File: config.mk
export PLATFORM = sky130hd
export DESIGN_NAME = seq_divider
export DESIGN_NICKNAME = d
export VERILOG_FILES = /design/src/rtl/seq_divider.sv
export SDC_FILE = /design/constraint.sdc
export NUM_CORES = 1
export LEC_CHECK = 0
export BUFFER_PORTS_ARGS = -buffer_cell sky130_fd_sc_hd__buf_2
export CORE_ASPECT_RATIO = 1.1
export CORE_UTILIZATION = 55
export DETAILED_ROUTE_END_ITERATION = 10
export GPL_ROUTABILITY_DRIVEN = 0
export PLACE_DENSITY = 0.85
export REMOVE_ABC_BUFFERS = 1
export SYNTH_ARGS = -nofsm -noshare
export SYNTH_HDL_FRONTEND = slang
export SYNTH_SLANG_ARGS = --single-unit
File: constraint.sdc
create_clock -name clock -period 3.8 [get_ports clock]
set_input_delay 0.57 -clock clock [delete_from_list [all_inputs] [get_ports clock]]
set_output_delay 0.57 -clock clock [all_outputs]
set_load 0.02 [all_outputs]
File: src/rtl/seq_divider.sv
// Multicycle restoring divider, one quotient bit per clock, signed or unsigned per operation.
// Define SEQ_DIVIDER_OVF_EN to add the overflow output for signed -2^(DVD_W-1) / -1.
module seq_divider #(
   parameter int unsigned DVD_W = 64,
   parameter int unsigned DVS_W = 32
) (
   input  logic             clock,
   input  logic             reset,
   input  logic             start,
   input  logic             is_signed,
   input  logic [DVD_W-1:0] dividend,
   input  logic [DVS_W-1:0] divisor,
   output logic             busy,
   output logic             valid,
   output logic [DVD_W-1:0] quotient,
   output logic [DVS_W-1:0] remainder,
   output logic             div_by_zero
`ifdef SEQ_DIVIDER_OVF_EN
   ,
   output logic             overflow
`endif
);

   localparam int unsigned CntW = $clog2(DVD_W + 1);

   typedef enum logic [1:0] {StIdle, StPrep, StIter, StFix} state_e;

   state_e state_q, state_d;

   logic [DVD_W-1:0] dvd_q;
   logic [DVS_W-1:0] dvs_q;
   logic             sgn_q;
   logic             neg_q_q;
   logic             neg_r_q;
   logic [DVD_W-1:0] work_q;
   logic [DVS_W-1:0] dvs_abs_q;
   logic [DVS_W-1:0] prem_q;
   logic [CntW-1:0]  cnt_q;

   logic             dvs_zero;
   logic [DVD_W-1:0] dvd_abs;
   logic [DVS_W-1:0] dvs_abs;
   logic [DVS_W:0]   rem_shift;
   logic [DVS_W-1:0] diff;
   logic             fits;

   always_comb begin
      dvs_zero  = (dvs_q == '0);
      dvd_abs   = (sgn_q & dvd_q[DVD_W-1]) ? -dvd_q : dvd_q;
      dvs_abs   = (sgn_q & dvs_q[DVS_W-1]) ? -dvs_q : dvs_q;
      // work_q shifts dividend bits out of the top while quotient bits enter at the bottom
      rem_shift = {prem_q, work_q[DVD_W-1]};
      fits      = (rem_shift >= {1'b0, dvs_abs_q});
      // modulo subtraction is exact whenever fits is set
      diff      = rem_shift[DVS_W-1:0] - dvs_abs_q;
   end

   always_comb begin
      state_d = state_q;
      unique case (state_q)
         StIdle:  if (start) state_d = StPrep;
         StPrep:  state_d = dvs_zero ? StIdle : StIter;
         StIter:  if (cnt_q == CntW'(1)) state_d = StFix;
         StFix:   state_d = StIdle;
         default: state_d = StIdle;
      endcase
   end

   always_ff @(posedge clock) begin
      if (reset) begin
         state_q <= StIdle;
      end else begin
         state_q <= state_d;
      end
   end

   always_ff @(posedge clock) begin
      if (reset) begin
         dvd_q       <= '0;
         dvs_q       <= '0;
         sgn_q       <= 1'b0;
         neg_q_q     <= 1'b0;
         neg_r_q     <= 1'b0;
         work_q      <= '0;
         dvs_abs_q   <= '0;
         prem_q      <= '0;
         cnt_q       <= '0;
         busy        <= 1'b0;
         valid       <= 1'b0;
         quotient    <= '0;
         remainder   <= '0;
         div_by_zero <= 1'b0;
`ifdef SEQ_DIVIDER_OVF_EN
         overflow    <= 1'b0;
`endif
      end else begin
         unique case (state_q)
            StIdle: begin
               if (start) begin
                  dvd_q       <= dividend;
                  dvs_q       <= divisor;
                  sgn_q       <= is_signed;
                  neg_q_q     <= is_signed & (dividend[DVD_W-1] ^ divisor[DVS_W-1]);
                  neg_r_q     <= is_signed & dividend[DVD_W-1];
                  busy        <= 1'b1;
                  valid       <= 1'b0;
                  div_by_zero <= 1'b0;
`ifdef SEQ_DIVIDER_OVF_EN
                  overflow    <= 1'b0;
`endif
               end
            end
            StPrep: begin
               if (dvs_zero) begin
                  quotient    <= '1;
                  remainder   <= dvd_q[DVS_W-1:0];
                  div_by_zero <= 1'b1;
                  valid       <= 1'b1;
                  busy        <= 1'b0;
               end else begin
                  work_q    <= dvd_abs;
                  dvs_abs_q <= dvs_abs;
                  prem_q    <= '0;
                  cnt_q     <= CntW'(DVD_W);
               end
            end
            StIter: begin
               work_q <= {work_q[DVD_W-2:0], fits};
               prem_q <= fits ? diff : rem_shift[DVS_W-1:0];
               cnt_q  <= cnt_q - CntW'(1);
            end
            StFix: begin
               quotient  <= neg_q_q ? -work_q : work_q;
               remainder <= neg_r_q ? -prem_q : prem_q;
               valid     <= 1'b1;
               busy      <= 1'b0;
`ifdef SEQ_DIVIDER_OVF_EN
               overflow  <= sgn_q & (dvd_q == {1'b1, {(DVD_W-1){1'b0}}}) & (&dvs_q);
`endif
            end
            default: ;
         endcase
      end
   end

endmodule

==> impl_metrics.toml, run 1 <==
[yosys]
synth_edf_count = 0
synth_top_area_share_pct = 36.7
synth_area_per_cell_um2 = 7.73
synth_cell_types = 80
yosysTopAreaCell = "dfxtp_1"
netlist_instances = 2364
yosys_warnings = 0
synth-seq-cells = 335
synthTopCellsByArea = "dfxtp_1, nand2_1, a21oi_1"
syn-cell-area_um2 = 18300
synth-main-ff-cell = "dfxtp_1"
synthArstFlopShare_pct = 0
seq_area_frac_synth_pct = 36.7

[sta]
maxSlewHeadroom_pct = 21.8
setup_viol = 0
drv_slew = 0
tns_ns = 0
layout_min_cycle_time_ns = 3.45
setup_ws_ns = 0.350
worstMarginPinSlew_ns = 1.17
skew_ns = 0.0282
hold_viol = 0
grt_setup_unrepaired = "no"
max_clock_freq_mhz = 290
finalCritPeriodShare_pct = 90.8

[power_and_ir_drop]
power_density_nw_per_um2 = 510
p_switching_w = 0.00347
p_leak_nw = 8.22
pwr-share-comb_pct = 26.5
power.share.sequential_pct = 37.4
switching_share_pct = 32.5
vdd_drop_max_v = 0.000353
p_total_w = 0.0107
internal-power_w = 0.00720
p_clk_share_pct = 36.1

[die]
start_util_pct = 56.3
num_io_pins = 199
dieWidth_um = 176
dieArea_um2 = 33900
die_h_um = 193
rows = 69
core_area_um2 = 32500

[routing]
num_vias = 18000
drt_iter0_drc = 1904
avgRoutedWirePerCell_um = 17.7
dr.pass1.iters = 5
wl_mm = 51.9
routed_via_density = 6.15
final_antenna_net_count = 0
drcViolationCount = 0

[cts]
clockRootBuffer = "clkbuf_16"
clk_path_buf_depth = 3
tritoncts = "yes"
clk_latency_ns = 0.53
ctsResizeCount = 0
cts_sinks = 335
clk_pin_slew_worst_paths_ns = 0.06
htree_levels = 2
cts_hold_buf = 0
cts_buffers = 36
postCtsSetupRepairBufs = 0

[placement]
portBuffers = 198
place_area_um2 = 19600
place_ws_ns = 0.412
hpwl_mm = 36.7

[global_routing]
grt_pass1_vias = 16700
antenna_found_initial = 0
grt_max_degree = 168
overflow = 0
grt_pass1_wl_mm = 83.2
grt_util_all_layers_pct = 29.9

[setup_path]
cp_max_fo = 7
path_class = "flip-flop to flip-flop"
cp.required_ns = 4.22
worstPathArrival_ns = 3.87
start_kind = "flip-flop"
worstSetupEndpointType = "flip-flop"

[final_layout]
fin_area_um2 = 20900
nets = 2616
layout-drive-gt1-share_pct = 13.5
final_cell_mix = "nand2_1, dfxtp_1, nor2_1"
syn_to_final_growth_pct = 14.4
final_common_cell = "nand2_1"
n_antenna_cell = 0
final_util_pct = 64.4

[worst_hold_path]
hold_class = "input port to flip-flop"

[run]
max_cap_viol_count = 0

[outcome]
outcome = "finished clean"
synthesized netlist by cell type, drive strengths merged (4+ instances only):
master   count
dfxtp      335
a22oi       32
o211ai      27
mux2i       27
o41ai       16
nand4       10
a311oi       7
o21bai       5
xnor2       74
o22ai       14
nand2      395
and3         8
nor2b       10
a211oi      81
nor4        31
nand2b       8
o21a         6
a2111oi      7
a31oi       10
and2        10
o21ai      104
o221ai       8
a21oi      231
nand3b       4
a21o         9
or4         30
nand3       43
a221oi      33
nor3        44
or2          9
o31ai       45
buf         24
ha          38
or3         18
nor2       251
inv         66
xor2       115
o2bb2a       7
clkbuf     136
registers in the layout (all words and copies together) (netlist names), named ones only:
| register | flops |
|---|---|
| dvd_q | 64 |
| quotient | 64 |
| work_q | 64 |
| dvs_abs_q | 32 |
| dvs_q | 32 |
| prem_q | 32 |
| remainder | 32 |
| cnt_q | 7 |
| busy | 1 |
| div_by_zero | 1 |
| neg_q_q | 1 |
| neg_r_q | 1 |
| sgn_q | 1 |
| state_q | 1 |
| valid | 1 |
worst max-delay path, stage by stage, from the launching register on:
cell and delay [ns]:
dfxtp_1 0.41, ha_1 0.44, nand2_1 0.14, nor2_1 0.26, nand3_1 0.21, nor4_1 0.62
a221oi_1 0.18, nor2b_1 0.20, a2111o_1 0.19, or4b_2 0.60, o211ai_1 0.11
worst paths after layout:
path / depth (start not counted) / to / slack [ns] / start
hold / removal: 3 / dvs_q[5]$_SDFFE_PP0P_ / 0.28 / divisor[5]
hold reg to reg: 2 / dvs_abs_q[31]$_SDFFE_PP0P_ / 0.46 / dvs_abs_q[31]$_SDFFE_PP0P_
setup / recovery: 10 / prem_q[30]$_SDFFE_PP0P_ / 0.35 / prem_q[27]$_SDFFE_PP0P_
setup reg to reg: 10 / prem_q[30]$_SDFFE_PP0P_ / 0.35 / prem_q[27]$_SDFFE_PP0P_
power by group through the flow:
stage | Sequential [W] | Clock [W] | Combinational (W)
6_report | 0.00399 | 0.00385 | 0.00283
5_1_grt | 0.00402 | 0.00403 | 0.00308
4_1_cts | 0.00398 | 0.00387 | 0.00278
3_5_place_dp | 0.00406 | 0 | 0.00275
3_3_place_gp | 0.00404 | 0 | 0.00268
2_1_floorplan | 0.00407 | 0 | 0.00188
final cells by class:
type / count / area [um2]
fill: 2675 / 11600
multi-input combinational: 1802 / 10700
sequential: 335 / 6710
timing repair buffer: 235 / 1350
clock buffer: 45 / 1020
tap: 426 / 533
clock inverter: 20 / 295
inverter: 67 / 251
through the flow:
step | std cells | hold WS [ns]
after detailed placement | 2865 | 0.445
final | 2930 | 0.279
after global placement | 2865 | 0.441
after global routing | 2930 | 0.277
after CTS | 2930 | 0.270
after floorplan | 2204 | 0.426
cells by family (layout without fill, tap and decap cells):
logic type	Yosys count	in the layout	synth area share, %
flops	335	335	36.7
fa+ha+maj	39	39	2.71
compound gates	664	664	23.6
buf+inv	227	367	4.83
xor+xnor	189	189	9.06
simple gates	883	883	21.6
mux	27	27	1.48
per-layer routing:
layer  track usage (%)  share of wire [%]
met4              17.6                5.5
met3              4.47                8.0
met2              49.8                 47
met5                 0                  0
met1              36.7                 40
No activity file was read; power rests on OpenSTA's default activity.
==> run 2: changes to the inputs <==
--- a/config.mk
+++ b/config.mk
@@ -8,6 +8,7 @@
 export BUFFER_PORTS_ARGS = -buffer_cell sky130_fd_sc_hd__buf_2
 export CORE_ASPECT_RATIO = 1.1
 export CORE_UTILIZATION = 55
+export CTS_BUF_LIST = sky130_fd_sc_hd__clkbuf_2 sky130_fd_sc_hd__clkbuf_4 sky130_fd_sc_hd__clkbuf_8
 export DETAILED_ROUTE_END_ITERATION = 10
 export GPL_ROUTABILITY_DRIVEN = 0
 export PLACE_DENSITY = 0.85
==> impl_metrics.toml, run 2 (synthesized netlist as in run 1, its figures left out) <==
[cts]
clk_pin_slew_worst_paths_ns = 0.07
postCtsSetupRepairBufs = 0
cts_sinks = 335
ctsResizeCount = 0
clockRootBuffer = "clkbuf_8"
tritoncts = "yes"
htree_levels = 2
clk_latency_ns = 0.62
cts_buffers = 54
cts_hold_buf = 0
clk_path_buf_depth = 3

[power_and_ir_drop]
switching_share_pct = 34.5
pwr-share-comb_pct = 28.3
p_leak_nw = 8.16
power_density_nw_per_um2 = 481
p_switching_w = 0.00343
power.share.sequential_pct = 40.1
p_clk_share_pct = 31.6
vdd_drop_max_v = 0.000308
internal-power_w = 0.00652

[final_layout]
layout-drive-gt1-share_pct = 14.5
final_util_pct = 63.7
n_fill_cell = 2734
n_antenna_cell = 0
reg.largest.list = "dvd_q: 64 flops, quotient: 64 flops, work_q: 64 flops"
multiInputGateArea_um2 = 10700
final_common_cell = "nand2_1"
syn_to_final_growth_pct = 13.2
nets = 2634
final_cell_mix = "nand2_1, dfxtp_1, nor2_1"
ff_latch_area_um2 = 6710

[setup_path]
cpPeakStageDelay_ns = 0.61
rrSetupSlack_ns = 0.37
rr_startpoint = "prem_q[27]$_SDFFE_PP0P_"
cp_max_fo = 7
cp.required_ns = 4.30
start_kind = "flip-flop"
r2r-end = "prem_q[30]$_SDFFE_PP0P_"
worstPathArrival_ns = 3.93
path_class = "flip-flop to flip-flop"
cpMaxStageDelayCell = "nor4_1"
worstSetupEndpointType = "flip-flop"
reg2regPathDepth = 10
path_cells = "ha_1, nand2_1, nor2_1, nand3_1, nor4_1, a221oi_1, nor2b_1, a2111o_1, or4b_2, o211ai_1"

[placement]
portBuffers = 198
place_ws_ns = 0.412
hpwl_mm = 36.7

[sta]
drv_slew = 0
hold_viol = 0
max_clock_freq_mhz = 292
grt_setup_unrepaired = "no"
finalCritPeriodShare_pct = 90.2
maxSlewHeadroom_pct = 21.6
setup_ws_ns = 0.373
setup_viol = 0
layout_min_cycle_time_ns = 3.43
worstMarginPinSlew_ns = 1.18
skew_ns = 0.0503

[routing]
met1_length_mm = 20.6
highest_layer = "met4"
final_antenna_net_count = 0
avgRoutedWirePerCell_um = 17.4
num_vias = 18000
dr.pass1.iters = 6
wl_met3_mm = 4.04
wl_met2_mm = 23.9
drcViolationCount = 0
wl_mm = 51.3
routed_via_density = 6.10
drt_iter0_drc = 1882

[outcome]
outcome = "finished clean"

[global_routing]
antenna_found_initial = 0
grt_pass1_wl_mm = 82.5
overflow = 0
grt_util_all_layers_pct = 29.6
grt_max_degree = 168
grt_pass1_vias = 16700

[die]
dieArea_um2 = 33900
num_io_pins = 199
dieWidth_um = 176
die_h_um = 193
start_util_pct = 56.3
rows = 69
core_area_um2 = 32500

[worst_hold_path]
hold_start = "dividend[57]"
hold_end = "dvd_q[57]$_SDFFE_PP0P_"
hold_class = "input port to flip-flop"
hold_depth = 3

[run]
max_cap_viol_count = 0
==> run 2: cell count changes in the layout (fill, tap and decap cells not counted), sizes merged <==
cell | before | now
bufinv | 7 | 0
clkbuf | 45 | 76
clkinv | 11 | 14
inv | 67 | 66
==> run 2: power groups by stage <==
stage               logic [W]  registers (W)  clock network, W
finish                0.00281        0.00399           0.00314
global route          0.00308        0.00402           0.00333
CTS                   0.00277        0.00398           0.00318
detailed placement    0.00275        0.00406                 0
global placement      0.00268        0.00404                 0
floorplan             0.00188        0.00407                 0
==> run 2: per-layer routing <==
layer / vias up / global-route usage (%)
met5: - / 0
met3: 196 / 4.06
met4: 0 / 18.1
met1: 8337 / 36.6
met2: 839 / 49.2
li1: 8659 / -
==> run 2: final cells by class <==
cell class,instances,area share [%]
multi-input combinational,1802,51.9
sequential,335,32.4
timing repair buffer,235,6.55
clock buffer,76,4.91
tap,426,2.58
inverter,67,1.22
clock inverter,15,0.387
==> run 2: stage by stage <==
stage | hold slack, ns | setup TNS (ns) | cell area (um2) | instances | total power, W
3_3_place_gp | 0.441 | 0 | 19600 | 2865 | 0.00672
6_report | 0.189 | 0 | 20700 | 2956 | 0.00995
4_1_cts | 0.184 | 0 | 20700 | 2956 | 0.00993
2_1_floorplan | 0.426 | -382.63 | 17600 | 2204 | 0.00596
5_1_grt | 0.206 | 0 | 20700 | 2956 | 0.0104
3_5_place_dp | 0.445 | 0 | 19600 | 2865 | 0.00681
==> run 2: critical path: cells and delay by family (launching register included) <==
family / cells / cell delay, ns
fa+ha+maj: 1 / 0.44
compound gates: 3 / 0.47
flops: 1 / 0.40
simple gates: 6 / 2.02
==> run 2: how the worst max path moves through the flow <==
stage                                             to               startpoint  depth (start not counted)
after CTS                 remainder[25]$_SDFFE_PP0P_   prem_q[2]$_SDFFE_PP0P_                          9
after floorplan              work_q[10]$_SDFFE_PP0P_    dvs_q[1]$_SDFFE_PP0P_                         10
after global placement        prem_q[0]$_SDFFE_PP0P_   prem_q[3]$_SDFFE_PP0P_                         11
final                        prem_q[30]$_SDFFE_PP0P_  prem_q[27]$_SDFFE_PP0P_                         10
after global routing       quotient[60]$_SDFFE_PP0P_    dvs_q[1]$_SDFFE_PP0P_                         13
after detailed placement   quotient[60]$_SDFFE_PP0P_    dvs_q[1]$_SDFFE_PP0P_                         13
==> run 3: changes to the inputs <==
==> constraint.sdc (replaced) <==
create_clock -name clock -period 3.8 [get_ports clock]
set_input_delay 0.38 -clock clock [delete_from_list [all_inputs] [get_ports clock]]
set_output_delay 0.38 -clock clock [all_outputs]
set_load 0.02 [all_outputs]
==> impl_metrics.toml, run 3 (synthesized netlist as in run 1, its figures left out) <==
[outcome]
outcome = "finished clean"

[cts]
clk_pin_slew_worst_paths_ns = 0.07
clk_path_buf_depth = 3
cts_sinks = 335
cts_hold_buf = 4
ctsResizeCount = 0
cts_buffers = 54
htree_levels = 2
tritoncts = "yes"
clk_latency_ns = 0.62
postCtsSetupRepairBufs = 0
clockRootBuffer = "clkbuf_8"

[final_layout]
final_common_cell = "nand2_1"
n_antenna_cell = 0
n_fill_cell = 2723
nets = 2638
fin_area_um2 = 20700
reg.largest.list = "dvd_q: 64 flops, quotient: 64 flops, work_q: 64 flops"
layout-drive-gt1-share_pct = 14.5
final_cell_mix = "nand2_1, dfxtp_1, nor2_1"
syn_to_final_growth_pct = 13.5

[sta]
finalCritPeriodShare_pct = 90.3
worstMarginPinSlew_ns = 1.18
setup_viol = 0
setup_ws_ns = 0.367
skew_ns = 0.0512
grt_setup_unrepaired = "no"
layout_min_cycle_time_ns = 3.43
maxSlewHeadroom_pct = 21.4
max_clock_freq_mhz = 291
tns_ns = 0
hold_viol = 0
timing.hold.ws_ns = 0.0124
drv_slew = 0

[setup_path]
critPathLaunch = "prem_q[27]$_SDFFE_PP0P_"
rr_startpoint = "prem_q[27]$_SDFFE_PP0P_"
rrSetupSlack_ns = 0.37
reg2regPathDepth = 10
endpoint = "prem_q[30]$_SDFFE_PP0P_"
worstPathArrival_ns = 3.94
r2r-end = "prem_q[30]$_SDFFE_PP0P_"
cp.required_ns = 4.30
path_class = "flip-flop to flip-flop"
cp_max_fo = 7
worstSetupEndpointType = "flip-flop"
start_kind = "flip-flop"

[placement]
portBuffers = 198
hpwl_mm = 36.7
place_ws_ns = 0.412
place_area_um2 = 19600

[routing]
highest_layer = "met4"
wl_mm = 51.5
num_vias = 18000
wl_met2_mm = 23.9
final_antenna_net_count = 0
routed_via_density = 6.09
met1_length_mm = 20.6
wl_met3_mm = 4.15
drcViolationCount = 0
avgRoutedWirePerCell_um = 17.4
dr.pass1.iters = 6
drt_iter0_drc = 1784

[die]
num_io_pins = 199
core_area_um2 = 32500
dieWidth_um = 176
die_h_um = 193
start_util_pct = 56.3
dieArea_um2 = 33900
rows = 69

[global_routing]
grt_util_all_layers_pct = 29.7
grt_pass1_vias = 16800
overflow = 0
grt_max_degree = 168
grt_pass1_wl_mm = 82.7
antenna_found_initial = 0

[power_and_ir_drop]
p_total_w = 0.00997
power_density_nw_per_um2 = 481
p_clk_share_pct = 31.6
p_switching_w = 0.00344
pwr-share-comb_pct = 28.3
power.share.sequential_pct = 40.1
p_leak_nw = 8.18
internal-power_w = 0.00652
vdd_drop_max_v = 0.000310
switching_share_pct = 34.5

[worst_hold_path]
hold_class = "input port to flip-flop"

[run]
max_cap_viol_count = 0
-- run 3: cell types whose count changed in the layout (fill, tap and decap cells not counted), sizes merged --
cell | previous run | this run
dlygate4sd3 | 0 | 4
-- run 3: layout make-up --
| class | instances | area (um2) | area share (%) |
|---|---|---|---|
| Clock inverter | 15 | 80.1 | 0.386 |
| Timing Repair Buffer | 239 | 1390 | 6.73 |
| Inverter | 67 | 251 | 1.21 |
| Clock buffer | 76 | 1010 | 4.90 |
| Tap cell | 426 | 533 | 2.57 |
| Sequential cell | 335 | 6710 | 32.4 |
| Multi-Input combinational cell | 1802 | 10700 | 51.8 |
-- run 3: through the flow --
stage / std cells / util [%]
3_3_place_gp: 2865 / 60.3
3_5_place_dp: 2865 / 60.3
4_1_cts: 2960 / 63.8
6_report: 2960 / 63.8
5_1_grt: 2960 / 63.8
2_1_floorplan: 2204 / -
-- run 3: metal layers --
| layer | track usage [%] | vias up |
|---|---|---|
| li1 | - | 8655 |
| met1 | 36.6 | 8302 |
| met2 | 49.3 | 869 |
| met3 | 4.12 | 199 |
| met4 | 18.4 | 0 |
| met5 | 0 | - |
-- run 3: how the worst min path moves through the flow --
stage,slack [ns],cells past startpoint,from,end
after CTS,0.00006,3,dividend[47],dvd_q[47]$_SDFFE_PP0P_
final,0.01,3,dividend[39],dvd_q[39]$_SDFFE_PP0P_
after detailed placement,0.44,2,div_by_zero$_SDFFE_PP0P_,div_by_zero$_SDFFE_PP0P_
after global routing,0.02,3,dividend[31],dvd_q[31]$_SDFFE_PP0P_
after global placement,0.44,1,quotient[33]$_SDFFE_PP0P_,quotient[33]$_SDFFE_PP0P_
after floorplan,0.43,2,dvs_abs_q[31]$_SDFFE_PP0P_,dvs_abs_q[31]$_SDFFE_PP0P_
-- run 3: power groups by stage --
stage	Sequential (W)	Combinational, W	Clock [W]
after detailed placement	0.00406	0.00275	0
after CTS	0.00398	0.00277	0.00318
final	0.00399	0.00282	0.00315
after global placement	0.00404	0.00268	0
after floorplan	0.00407	0.00188	0
after global routing	0.00402	0.00308	0.00333
-- run 3: worst max-delay path, cell delays in order (launching register included) --
cell,delay [ns]
dfxtp_1,0.40
ha_1,0.44
nand2_1,0.14
nor2_1,0.26
nand3_1,0.21
nor4_1,0.61
a221oi_1,0.18
nor2b_1,0.20
a2111o_1,0.18
or4b_2,0.60
o211ai_1,0.11
